===== src/rtl/alu_seq_pkg.sv =====
// Shared constants and encodings for alu_sequencer and its ALU datapath.
//   WIDTH : operand/result width (fixed to the ALU width)
//   CNT_W : shift-count width; shift amount is B[CNT_W-1:0]
//   op_e  : ALU select / command opcode encoding
//   state_e : sequencer FSM states
package alu_seq_pkg;

  localparam int unsigned WIDTH = 4;
  localparam int unsigned CNT_W = 3;

  typedef enum logic [1:0] {
    OP_ADD = 2'b00,
    OP_SUB = 2'b01,
    OP_SHL = 2'b10,
    OP_SHR = 2'b11
  } op_e;

  typedef enum logic [1:0] {
    ST_IDLE = 2'b00,
    ST_EXEC = 2'b01,
    ST_DONE = 2'b10
  } state_e;

endpackage : alu_seq_pkg


===== src/rtl/alu.sv =====
// 4-bit combinational ALU: add, sub, 1-bit shift left, 1-bit shift right.
// Ports:
//   A, B    : operands
//   ALU_Sel : 00 add, 01 sub, 10 shl, 11 shr
//   ALU_Out : result (add/sub wrap, shifts zero-fill)
module alu
  import alu_seq_pkg::*;
(
  input  logic [WIDTH-1:0] A,
  input  logic [WIDTH-1:0] B,
  input  logic [1:0]       ALU_Sel,
  output logic [WIDTH-1:0] ALU_Out
);

  always_comb begin
    ALU_Out = '0;
    case (op_e'(ALU_Sel))
      OP_ADD:  ALU_Out = A + B;
      OP_SUB:  ALU_Out = A - B;
      OP_SHL:  ALU_Out = A << 1;
      OP_SHR:  ALU_Out = A >> 1;
      default: ALU_Out = '0;
    endcase
  end

endmodule : alu


===== src/rtl/alu_sequencer.sv =====
// Command sequencer driving the 4-bit ALU. Accepts one command over a
// valid/ready handshake, runs it on the ALU (multi-bit shifts iterate the
// ALU's 1-bit shift once per cycle) and returns the result over a
// valid/ready result handshake.
// Ports:
//   clk, rst_n            : clock, async active-low reset
//   cmd_valid/cmd_ready   : command handshake (ready only when idle)
//   cmd_op, cmd_a, cmd_b  : opcode and operands (shift amount = cmd_b[2:0])
//   cmd_acc               : take A from the accumulator
//   res_valid/res_ready   : result handshake
//   res_data, res_zero    : result and its zero flag
//   busy                  : an operation is in flight
// Optional: define ALU_SEQUENCER_ACC_EN to add the accumulator; otherwise
// cmd_acc is ignored.
module alu_sequencer
  import alu_seq_pkg::*;
(
  input  logic             clk,
  input  logic             rst_n,
  input  logic             cmd_valid,
  output logic             cmd_ready,
  input  logic [1:0]       cmd_op,
  input  logic [WIDTH-1:0] cmd_a,
  input  logic [WIDTH-1:0] cmd_b,
  input  logic             cmd_acc,
  output logic             res_valid,
  input  logic             res_ready,
  output logic [WIDTH-1:0] res_data,
  output logic             res_zero,
  output logic             busy
);

  state_e           r_state, w_state_nxt;
  op_e              r_op,    w_op_nxt;
  logic [WIDTH-1:0] r_b,     w_b_nxt;
  logic [CNT_W-1:0] r_cnt,   w_cnt_nxt;
  logic [WIDTH-1:0] r_work,  w_work_nxt;
  logic [WIDTH-1:0] r_res,   w_res_nxt;
  logic [WIDTH-1:0] w_alu_out;
  logic [WIDTH-1:0] w_a_sel;

`ifdef ALU_SEQUENCER_ACC_EN
  logic [WIDTH-1:0] r_acc, w_acc_nxt;
  assign w_a_sel = cmd_acc ? r_acc : cmd_a;
`else
  logic w_unused_acc;
  assign w_unused_acc = cmd_acc;
  assign w_a_sel      = cmd_a;
`endif

  // ALU is fed only from registers, never from the command ports
  alu u_alu (
    .A       (r_work),
    .B       (r_b),
    .ALU_Sel (r_op),
    .ALU_Out (w_alu_out)
  );

  assign cmd_ready = (r_state == ST_IDLE);
  assign res_valid = (r_state == ST_DONE);
  assign busy      = (r_state != ST_IDLE);
  assign res_data  = r_res;
  assign res_zero  = (r_res == '0);

  // Next-state and datapath update
  always_comb begin
    w_state_nxt = r_state;
    w_op_nxt    = r_op;
    w_b_nxt     = r_b;
    w_cnt_nxt   = r_cnt;
    w_work_nxt  = r_work;
    w_res_nxt   = r_res;
`ifdef ALU_SEQUENCER_ACC_EN
    w_acc_nxt   = r_acc;
`endif
    case (r_state)
      ST_IDLE: begin
        if (cmd_valid) begin
          w_op_nxt    = op_e'(cmd_op);
          w_b_nxt     = cmd_b;
          w_cnt_nxt   = cmd_b[CNT_W-1:0];
          w_work_nxt  = w_a_sel;
          w_state_nxt = ST_EXEC;
        end
      end
      ST_EXEC: begin
        if ((r_op == OP_ADD) || (r_op == OP_SUB)) begin
          w_res_nxt   = w_alu_out;
          w_state_nxt = ST_DONE;
        end else if (r_cnt == '0) begin
          // zero-length shift bypasses the ALU
          w_res_nxt   = r_work;
          w_state_nxt = ST_DONE;
        end else begin
          w_work_nxt = w_alu_out;
          w_cnt_nxt  = r_cnt - CNT_W'(1);
          if (r_cnt == CNT_W'(1)) begin
            w_res_nxt   = w_alu_out;
            w_state_nxt = ST_DONE;
          end
        end
      end
      ST_DONE: begin
        if (res_ready) begin
          w_state_nxt = ST_IDLE;
`ifdef ALU_SEQUENCER_ACC_EN
          w_acc_nxt   = r_res;
`endif
        end
      end
      default: w_state_nxt = ST_IDLE;
    endcase
  end

  // State and datapath registers
  always_ff @(posedge clk or negedge rst_n) begin
    if (!rst_n) begin
      r_state <= ST_IDLE;
      r_op    <= OP_ADD;
      r_b     <= '0;
      r_cnt   <= '0;
      r_work  <= '0;
      r_res   <= '0;
`ifdef ALU_SEQUENCER_ACC_EN
      r_acc   <= '0;
`endif
    end else begin
      r_state <= w_state_nxt;
      r_op    <= w_op_nxt;
      r_b     <= w_b_nxt;
      r_cnt   <= w_cnt_nxt;
      r_work  <= w_work_nxt;
      r_res   <= w_res_nxt;
`ifdef ALU_SEQUENCER_ACC_EN
      r_acc   <= w_acc_nxt;
`endif
    end
  end

endmodule : alu_sequencer


===== config.mk =====
export PLATFORM = sky130hd
export DESIGN_NAME = alu_sequencer
export DESIGN_NICKNAME = d
export VERILOG_FILES = /design/src/rtl/alu_seq_pkg.sv /design/src/rtl/alu.sv /design/src/rtl/alu_sequencer.sv
export SDC_FILE = /design/constraint.sdc
export NUM_CORES = 1
export LEC_CHECK = 0
export BUFFER_PORTS_ARGS = -buffer_cell sky130_fd_sc_hd__buf_4
export CAP_MARGIN = 10
export CORE_MARGIN = 5
export CORE_UTILIZATION = 54
export DETAILED_ROUTE_END_ITERATION = 16
export PLACE_DENSITY = 0.87
export SETUP_SLACK_MARGIN = 0.4
export SLEW_MARGIN = 40
export SYNTH_ARGS = -nofsm -noshare
export SYNTH_HDL_FRONTEND = slang
export SYNTH_SLANG_ARGS = --single-unit

===== constraint.sdc =====
create_clock -name clk -period 2.75 [get_ports clk]
set_input_delay 0.4125 -clock clk [delete_from_list [all_inputs] [get_ports clk]]
set_output_delay 0.4125 -clock clk [all_outputs]
set_load 0.03 [all_outputs]

==> results of run 1 <==
[cells in the final DEF, fill, tap and decap left out, types with 2 or more instances in the layout]
cell type / count
mux2i_1: 2
buf_4: 24
a21oi_1: 3
nand3_1: 4
o21ai_0: 12
nand2_1: 18
mux2_2: 5
o21ai_1: 3
nor3_1: 2
nand2b_1: 5
o21ai_2: 2
a31oi_1: 2
inv_1: 9
clkbuf_4: 3
nor2_1: 5
a21oi_2: 2
xnor2_1: 4
dfrtp_1: 18
o211ai_1: 2
ha_1: 7
[cells by family (layout without fill, tap and decap cells)]
kind of cell	Yosys count	after routing	synth area share
flip-flops	19	19	0.390
AO/OA/AOI/OAI	35	35	0.186
AND/OR/NAND/NOR	40	40	0.159
multiplexers	8	8	0.0749
adder cells (fa/ha/maj)	8	8	0.0882
XOR/XNOR	4	4	0.0287
buffers and inverters	18	40	0.0738
[metal layers]
metal / vias to the layer above / track usage
li1: 493 / -
met1: 471 / 0.195
met2: 25 / 0.287
met3: 2 / 0.0294
met4: 0 / 0.0629
met5: - / 0
[power by group through the flow]
| stage | registers [uW] | logic, uW | clock network [uW] |
|---|---|---|---|
| floorplan | 557 | 1070 | 0 |
| global placement | 561 | 1270 | 0 |
| detailed placement | 571 | 1350 | 0 |
| CTS | 566 | 1350 | 154 |
| global route | 597 | 1560 | 164 |
| finish | 569 | 1420 | 150 |
[what timing repair did]
item / CTS / global route
pin swaps: 0 / 5
hold buffers: 1 / 0
hold endpoints to repair: 19 / 0
endpoints found under the setup margin: 2 / 2
buffers inserted: 0 / 3
gates resized for setup: 2 / 3
[worst max-delay path: stages, from the launching register on]
cell,delay (ns)
dfrtp_2,0.51
inv_4,0.12
a21oi_2,0.06
xnor2_1,0.14
ha_1,0.35
nor2b_4,0.15
a221oi_2,0.24
xnor2_1,0.17
mux2i_1,0.30
o21ai_1,0.09
[final cells by class]
class / count / area [um^2]
fillers: 177 / 753
multi-input cells: 95 / 662
flip-flops and latches: 19 / 477
repair buffers: 25 / 190
inverters: 11 / 43.8
well taps: 28 / 35.0
clock buffers: 3 / 22.5
clock inverters: 1 / 7.51
[flip-flops by register name, indices dropped and copies added (netlist names)]
register	count
res_data	4
r_op	2
r_state	2
r_b	4
r_work	4
r_cnt	3
[worst min-delay path by stage]
stage                          from          end  cells past startpoint
after floorplan               rst_n       r_b[0]                      0
after global routing      res_ready   r_state[1]                      2
after CTS                 res_ready   r_state[1]                      2
after global placement        rst_n   r_state[1]                      1
after detailed placement      rst_n  res_data[1]                      1
final                     res_ready   r_state[1]                      2
[stage by stage]
stage	power, uW	hold WS, ns	instance area [um^2]
final	2140	0.278	1440
after floorplan	1630	0.117	1220
after detailed placement	1920	0.305	1370
after global routing	2320	0.274	1440
after global placement	1830	0.300	1370
after CTS	2070	0.275	1410
[Yosys cell counts]
master,number
a21oi_1,4
fa_1,1
xnor2_1,4
o211a_1,1
o21ba_2,1
nor2b_1,1
o21a_1,1
inv_1,10
nand2_1,18
nor2_1,5
mux2i_1,2
a31oi_1,2
buf_2,3
a21oi_2,1
nand3_1,4
dfrtp_1,19
o21ai_1,3
and2_1,1
nand3b_1,1
buf_4,2
nor4_1,1
mux2_4,1
buf_6,1
or2_0,1
clkbuf_2,1
a21o_1,1
o31ai_1,1
nor3_1,2
o211ai_1,2
nor2b_4,1
ha_1,7
mux2_2,5
o21ai_2,1
a221oi_2,1
inv_4,1
o21ai_0,13
o21bai_1,1
nand2b_1,5
a2bb2oi_1,1
a211oi_1,1
==> impl_metrics.tcl, run 1 <==
set metrics [dict create \
    numCtsBuffers 3 \
    r2r_start "r_op[1]" \
    cp-start-kind "register" \
    firstDrtPassIters 4 \
    crit_end "r_work[3]" \
    max_freq_mhz 448 \
    pwr-share-comb 0.664 \
    fin_crit_sh 0.811 \
    grt_max_degree 20 \
    finClkSkew_ns 0.00941 \
    cts-root-buf "clkbuf_4" \
    gr-total-overflow 0 \
    fin_ws_ns 0.520 \
    yosysTopAreaCell "dfrtp_1" \
    post-place-ws_ns 0.358 \
    critPathKind "reg -> reg" \
    pwr-share-seq 0.266 \
    route.top_layer_used "met4" \
    port_buffers 21 \
    drc 0 \
    reg2reg_to "r_work[3]" \
    required_ns 2.96 \
    clkSinkCount 19 \
    rr_worst_depth 9 \
    wl_met1_um 1050 \
    cts_htree_levels 1 \
    end_kind "register" \
    critPathArrivalTime_ns 2.44 \
    ys_types 40 \
    swShare 0.466 \
    drtIter0Drc 17 \
    cts_tree "built" \
    syn-cell-area_um2 1220 \
    via_per_inst 5.45 \
    p_sw_uw 997 \
    fin_crit_ns 2.23 \
    slew_viol_final 0 \
    syn-instance-count 132 \
    p_per_area_nw_per_um2 1490 \
    wl_met2_um 1330 \
    first_global_vias 993 \
    power.internal_uw 1140 \
    hold_path.class "in -> reg" \
    initial_core_util 0.557 \
    final_nets 178 \
    instances_no_fill 182 \
    vias 991 \
    grt_pass1_wl_um 4310 \
    drv_cap 0 \
    path_max_fanout 9 \
    die-area_um2 3310 \
    ir_drop_uv 756 \
    route.met3.wl_um 125 \
    clockBufferDepth 2 \
    ant_nets 0 \
    synth.area.top_cells "dfrtp_1 (39%), ha_1 (7.2%), nand2_1 (5.5%)" \
    core.rowCount 17 \
    wire_per_inst_um 13.8 \
    layout-drive-gt1-share 0.286 \
    wl_um 2510 \
    yosysSeqAreaShare 0.390 \
    final_util 0.656 \
    fin_tns_setup_ns 0 \
    io_pins 23 \
    syn_area_per_cell_um2 9.24 \
    rsz0062_at_grt "no" \
    tightest_slew_ns 0.630 \
    critical_path.startpoint "r_op[1]" \
    track_usage 0.163 \
    relSlewSlack 0.579 \
    clk_latency_ns 0.31 \
    antenna_found_initial 0 \
    path_clk_slew_ns 0.12 \
    clock_power_share 0.070 \
    hold_viol 0 \
    diodes 0 \
    ys_seq_elements 19 \
    syn-num-nets 155 \
    core_area_um2 2190 \
    area_growth_syn_to_layout_pct 17.8 \
    gp_congestion 0.855 \
    r2r_slack_ns 0.52 \
    hpwl_um 1980 \
    final-setup-viol-count 0 \
    synth_top_area_frac 0.390 \
    die_h_um 57.5 \
    placedCellCount 174 \
    die_w_um 57.5 \
    yosys_warnings 0 \
    outcome "finished clean" \
    p_leak_uw 0.000684 \
]
Note: power is estimated with default switching activity, not from simulation.
==> run 2, diff against run 1 <==
==> constraint.sdc (replaced) <==
create_clock -name clk -period 2.2 [get_ports clk]
set_input_delay 0.33 -clock clk [delete_from_list [all_inputs] [get_ports clk]]
set_output_delay 0.33 -clock clk [all_outputs]
set_load 0.03 [all_outputs]
==> impl_metrics.tcl, run 2 (same netlist as run 1, synthesis figures left out) <==
set metrics [dict create \
    pwr-share-seq 0.235 \
    cts-root-buf "clkbuf_4" \
    firstDrtPassIters 5 \
    finClkSkew_ns 0.00250 \
    clockBufferDepth 2 \
    p_sw_uw 1370 \
    cts_tree "built" \
    layout-drive-gt1-share 0.360 \
    die_h_um 57.5 \
    cts_htree_levels 1 \
    final_nets 185 \
    drtIter0Drc 35 \
    path_common_cell "xnor2_1" \
    path_max_fanout 3 \
    max_freq_mhz 465 \
    tightest_slew_ns 0.461 \
    ant_nets 0 \
    hold_path.class "in -> reg" \
    hpwl_um 2200 \
    rsz0062_at_grt "yes" \
    numCtsBuffers 3 \
    die_w_um 57.5 \
    fin_crit_ns 2.15 \
    io_pins 23 \
    required_ns 2.39 \
    relSlewSlack 0.693 \
    reg2reg_to "r_work[3]" \
    rr_worst_depth 10 \
    fin_crit_sh 0.977 \
    final_cell_mix "buf_4 (31), dfrtp_1 (19), nand2_1 (16), o21ai_0 (9), inv_1 (8)" \
    wl_um 2870 \
    final_common_cell "buf_4" \
    cp_cell_sequence "inv_2 -> ha_4 -> a21oi_2 -> xnor2_1 -> ha_1 -> nor2b_4 -> a221oi_2 -> xnor2_1 -> mux2i_1 -> o21ai_1" \
    fin_hold_ws_ns 0.225 \
    grt_pass1_wl_um 4750 \
    via_per_inst 5.59 \
    ir_drop_uv 1140 \
    path_clk_slew_ns 0.11 \
    hold_path_depth 2 \
    cp-start-kind "register" \
    critPathKind "reg -> reg" \
    initial_core_util 0.557 \
    diodes 0 \
    clkSinkCount 19 \
    r2r_slack_ns 0.05 \
    core_area_um2 2190 \
    clock_power_share 0.061 \
    hold_end "r_state[1]" \
    end_kind "register" \
    hp-start "res_ready" \
    drc 0 \
    critPathArrivalTime_ns 2.34 \
    slew_viol_final 0 \
    clk_latency_ns 0.30 \
    max_stage_delay_ns 0.38 \
    crit_path_top_delay_cell "dfrtp_1" \
    drv_cap 0 \
    r2r_start "r_b[0]" \
    pwr-share-comb 0.704 \
    grt_max_degree 20 \
    area_growth_syn_to_layout_pct 26.8 \
    hold_viol 0 \
    antenna_found_initial 0 \
    track_usage 0.182 \
    vias 1056 \
    die-area_um2 3310 \
    port_buffers 21 \
    power.internal_uw 1600 \
    swShare 0.462 \
    gr-total-overflow 0 \
    final_util 0.706 \
    core.rowCount 17 \
    first_global_vias 1110 \
    outcome "finished clean" \
    final-setup-viol-count 0 \
    gp_congestion 0.865 \
    p_leak_uw 0.000731 \
    wire_per_inst_um 15.2 \
    p_per_area_nw_per_um2 1920 \
]
## run 2: area by class of cell
type	count	area (um^2)
tap	28	35.0
timing repair buffer	32	243
clock buffer	4	26.3
inverter	11	43.8
sequential	19	475
fill	167	644
multi-input combinational	95	723
## run 2: repair_timing
| item | 4_1_cts | 5_1_grt |
|---|---|---|
| pin swaps | 6 | 6 |
| endpoints found under the setup margin | 6 | 9 |
| hold buffers | 1 | 0 |
| gates resized for setup | 6 | 4 |
| hold endpoints to repair | 19 | 0 |
| setup buffers | 3 | 2 |
## run 2: power groups by stage
stage	Sequential [uW]	Combinational [uW]	Clock (uW)
floorplan	707	1420	0
global route	719	2310	197
global placement	682	1760	0
CTS	690	2010	181
finish	696	2090	181
detailed placement	699	1850	0
## run 2: worst max-delay path by stage
stage,startpoint,depth (start not counted),end,slack (ns)
2_1_floorplan,r_b[0],10,res_data[3],0.19
3_3_place_gp,r_b[0],10,r_work[3],0.08
3_5_place_dp,r_b[0],10,res_data[3],0.002
4_1_cts,r_b[0],10,res_data[3],0.03
5_1_grt,r_b[0],10,res_data[3],-0.11
6_report,r_b[0],10,r_work[3],0.05
## run 2: metal layers
| layer | global-route usage | routed length, um | up-vias |
|---|---|---|---|
| met3 | 0.0475 | 155 | 0 |
| met5 | 0 | 0 | - |
| met4 | 0.0364 | 0 | 0 |
| met1 | 0.194 | 1160 | 517 |
| met2 | 0.353 | 1550 | 28 |
| li1 | - | - | 511 |
## run 2: stage by stage
step	cells	instance area (um^2)	TNS, ns	power (uW)	worst slack (ns)
floorplan	132	1260	0	2120	0.191
global placement	179	1440	0	2450	0.0771
detailed placement	179	1440	0	2550	0.00162
CTS	187	1510	0	2880	0.0254
global route	189	1550	-0.211	3220	-0.106
finish	189	1550	0	2960	0.0511
## run 2: worst max-delay path, delay by kind of cell (launching register included)
kind / cells / cell delay (ns)
DFF: 1 / 0.38
xor gates and xnor gates: 2 / 0.25
muxes: 1 / 0.27
adders and majority gates: 2 / 0.48
AOI/OAI and AO/OA: 3 / 0.46
buffers and inverters: 1 / 0.06
and+or+nand+nor: 1 / 0.14
==> run 3, diff against run 2 <==
--- a/config.mk
+++ b/config.mk
@@ -5,6 +5,7 @@
 export SDC_FILE = /design/constraint.sdc
 export NUM_CORES = 1
 export LEC_CHECK = 0
+export ABC_AREA = 1
 export BUFFER_PORTS_ARGS = -buffer_cell sky130_fd_sc_hd__buf_4
 export CAP_MARGIN = 10
 export CORE_MARGIN = 5
==> impl_metrics.tcl, run 3 <==
set metrics [dict create \
    cts_htree_levels 1 \
    final_nets 206 \
    syn-num-nets 179 \
    hpwl_um 2320 \
    wire_per_inst_um 15.3 \
    ys_types 29 \
    initial_core_util 0.564 \
    gp_congestion 0.975 \
    syn-cell-area_um2 1230 \
    first_global_vias 1225 \
    path_clk_slew_ns 0.12 \
    die_w_um 57.8 \
    die_h_um 57.8 \
    cp-start-kind "register" \
    hold_viol 0 \
    hold_path.class "in -> reg" \
    cts-root-buf "clkbuf_4" \
    tightest_slew_ns 0.389 \
    r2r_slack_ns 0.37 \
    yosysSeqAreaShare 0.385 \
    core.rowCount 17 \
    ys_seq_elements 19 \
    final_common_cell "nand2_1" \
    r2r_start "r_op[1]" \
    clockBufferDepth 2 \
    drtIter0Drc 21 \
    yosysTopAreaCell "dfrtp_1" \
    path_max_fanout 6 \
    fillCellCount 163 \
    diodes 0 \
    synth_top_area_frac 0.385 \
    final-setup-viol-count 0 \
    fin_crit_sh 0.834 \
    critical_path.startpoint "r_op[1]" \
    drc 0 \
    rsz0062_at_grt "yes" \
    wl_met2_um 1780 \
    clk_latency_ns 0.31 \
    ff_latch_area_um2 477 \
    layout-drive-gt1-share 0.330 \
    port_buffers 21 \
    crit_path_top_delay_cell "dfrtp_2" \
    synth.area.top_cells "dfrtp_1 (39%), nand2_1 (9.4%), ha_1 (7.1%)" \
    end_kind "register" \
    wl_met1_um 1280 \
    grt_pass1_wl_um 5200 \
    fin_hold_ws_ns 0.184 \
    reg2reg_to "r_work[3]" \
    path_delay_family "simple AND/OR/NAND/NOR gates" \
    outcome "finished clean" \
    post-place-ws_ns 0.188 \
    cp_cell_sequence "inv_6 -> nand2_4 -> o21ai_4 -> inv_1 -> ha_1 -> nand3b_1 -> nand2_1 -> nand3_1 -> nand3_2 -> nand3_2 -> nand2_1 -> nand2_1" \
    vias 1165 \
    critPathKind "reg -> reg" \
    fin_ws_ns 0.366 \
    yosys_warnings 0 \
    numCtsBuffers 3 \
    syn_area_per_cell_um2 7.92 \
    synth_edf_count 0 \
    fin_tns_setup_ns 0 \
    slew_viol_final 0 \
    required_ns 2.41 \
    yosys.cell_count.top_type "nand2_1" \
    synthTopCellsByCount "nand2_1 (31), inv_1 (22), dfrtp_1 (19)" \
    clkSinkCount 19 \
    syn-instance-count 156 \
    die-area_um2 3340 \
    critPathArrivalTime_ns 2.04 \
    antenna_found_initial 0 \
    wl_um 3220 \
    area_growth_syn_to_layout_pct 27.2 \
    max_freq_mhz 545 \
    rr_worst_depth 12 \
    final_cell_mix "nand2_1 (29), buf_4 (25), inv_1 (20), dfrtp_1 (18), nor2_1 (15)" \
    drv_cap 0 \
    route.met3.wl_um 99 \
    finClkSkew_ns 0.0176 \
    via_per_inst 5.55 \
    firstDrtPassIters 4 \
    synth-main-ff-cell "dfrtp_1" \
    route.top_layer_used "met4" \
    cts_tree "built" \
    fin_crit_ns 1.83 \
    grt_max_degree 20 \
    relSlewSlack 0.739 \
    path_common_cell "nand2_1" \
    synthArstFlopShare 1.00 \
    hp-start "res_ready" \
    multiInputGateArea_um2 738 \
    hold_end "r_state[1]" \
    ant_nets 0 \
    path_buf_inv 2 \
    io_pins 23 \
    hold_path_depth 2 \
    core_area_um2 2190 \
    track_usage 0.203 \
    max_stage_delay_ns 0.45 \
    gr-total-overflow 0 \
]
-- run 3: changes by cell type in the layout (fill, tap and decap cells not counted), moves of 5 or more --
cell and change:
nand2_1 +13, inv_1 +12, nand2b_1 -5, nor2_1 +10, buf_4 -6, a21oi_1 +9
-- run 3: cell type report --
type                    instances  share of cell area
multi-input cells             109               0.470
clock inverters                 1             0.00319
inverters                      24              0.0606
flip-flops and latches         19               0.304
repair buffers                 26               0.126
clock buffers                   3              0.0143
well taps                      28              0.0223
-- run 3: kinds of logic (layout without fill, tap and decap cells) --
logic type	after synthesis	after routing	share of synthesized area
simple gates	65	65	0.228
compound gates	34	34	0.179
buf+inv	28	54	0.106
flops	19	19	0.385
fa+ha+maj	8	8	0.0871
xor+xnor	2	2	0.0142
-- run 3: timing repair --
item | CTS | global route
pin swaps | 5 | 13
hold endpoints to repair | 19 | 0
gates resized for setup | 9 | 15
hold buffers | 1 | 0
setup endpoints to repair | 6 | 6
setup buffers | 4 | 0
cloned | 0 | 0
-- run 3: routing by layer --
metal,GRT usage,vias up
met3,0.0379,10
met2,0.381,35
met4,0.103,0
met1,0.211,559
li1,-,561
met5,0,-
-- run 3: worst max-delay path by stage --
stage,slack [ns],cells past startpoint,to
floorplan,0.43,8,r_work[1]
global placement,0.27,12,r_work[3]
detailed placement,0.19,13,r_work[3]
CTS,0.33,10,res_data[2]
global route,0.23,13,res_data[3]
finish,0.37,12,r_work[3]
-- run 3: through the flow --
step                       util  cells  cell area [um^2]
final                     0.717    210              1570
after global routing      0.717    210              1570
after CTS                 0.680    210              1490
after detailed placement  0.637    201              1400
after global placement    0.637    201              1400
after floorplan               -    156              1240
Power of run 3 is not shown: default switching activity piles up to over one toggle a cycle in this logic, so the estimate is an artifact.
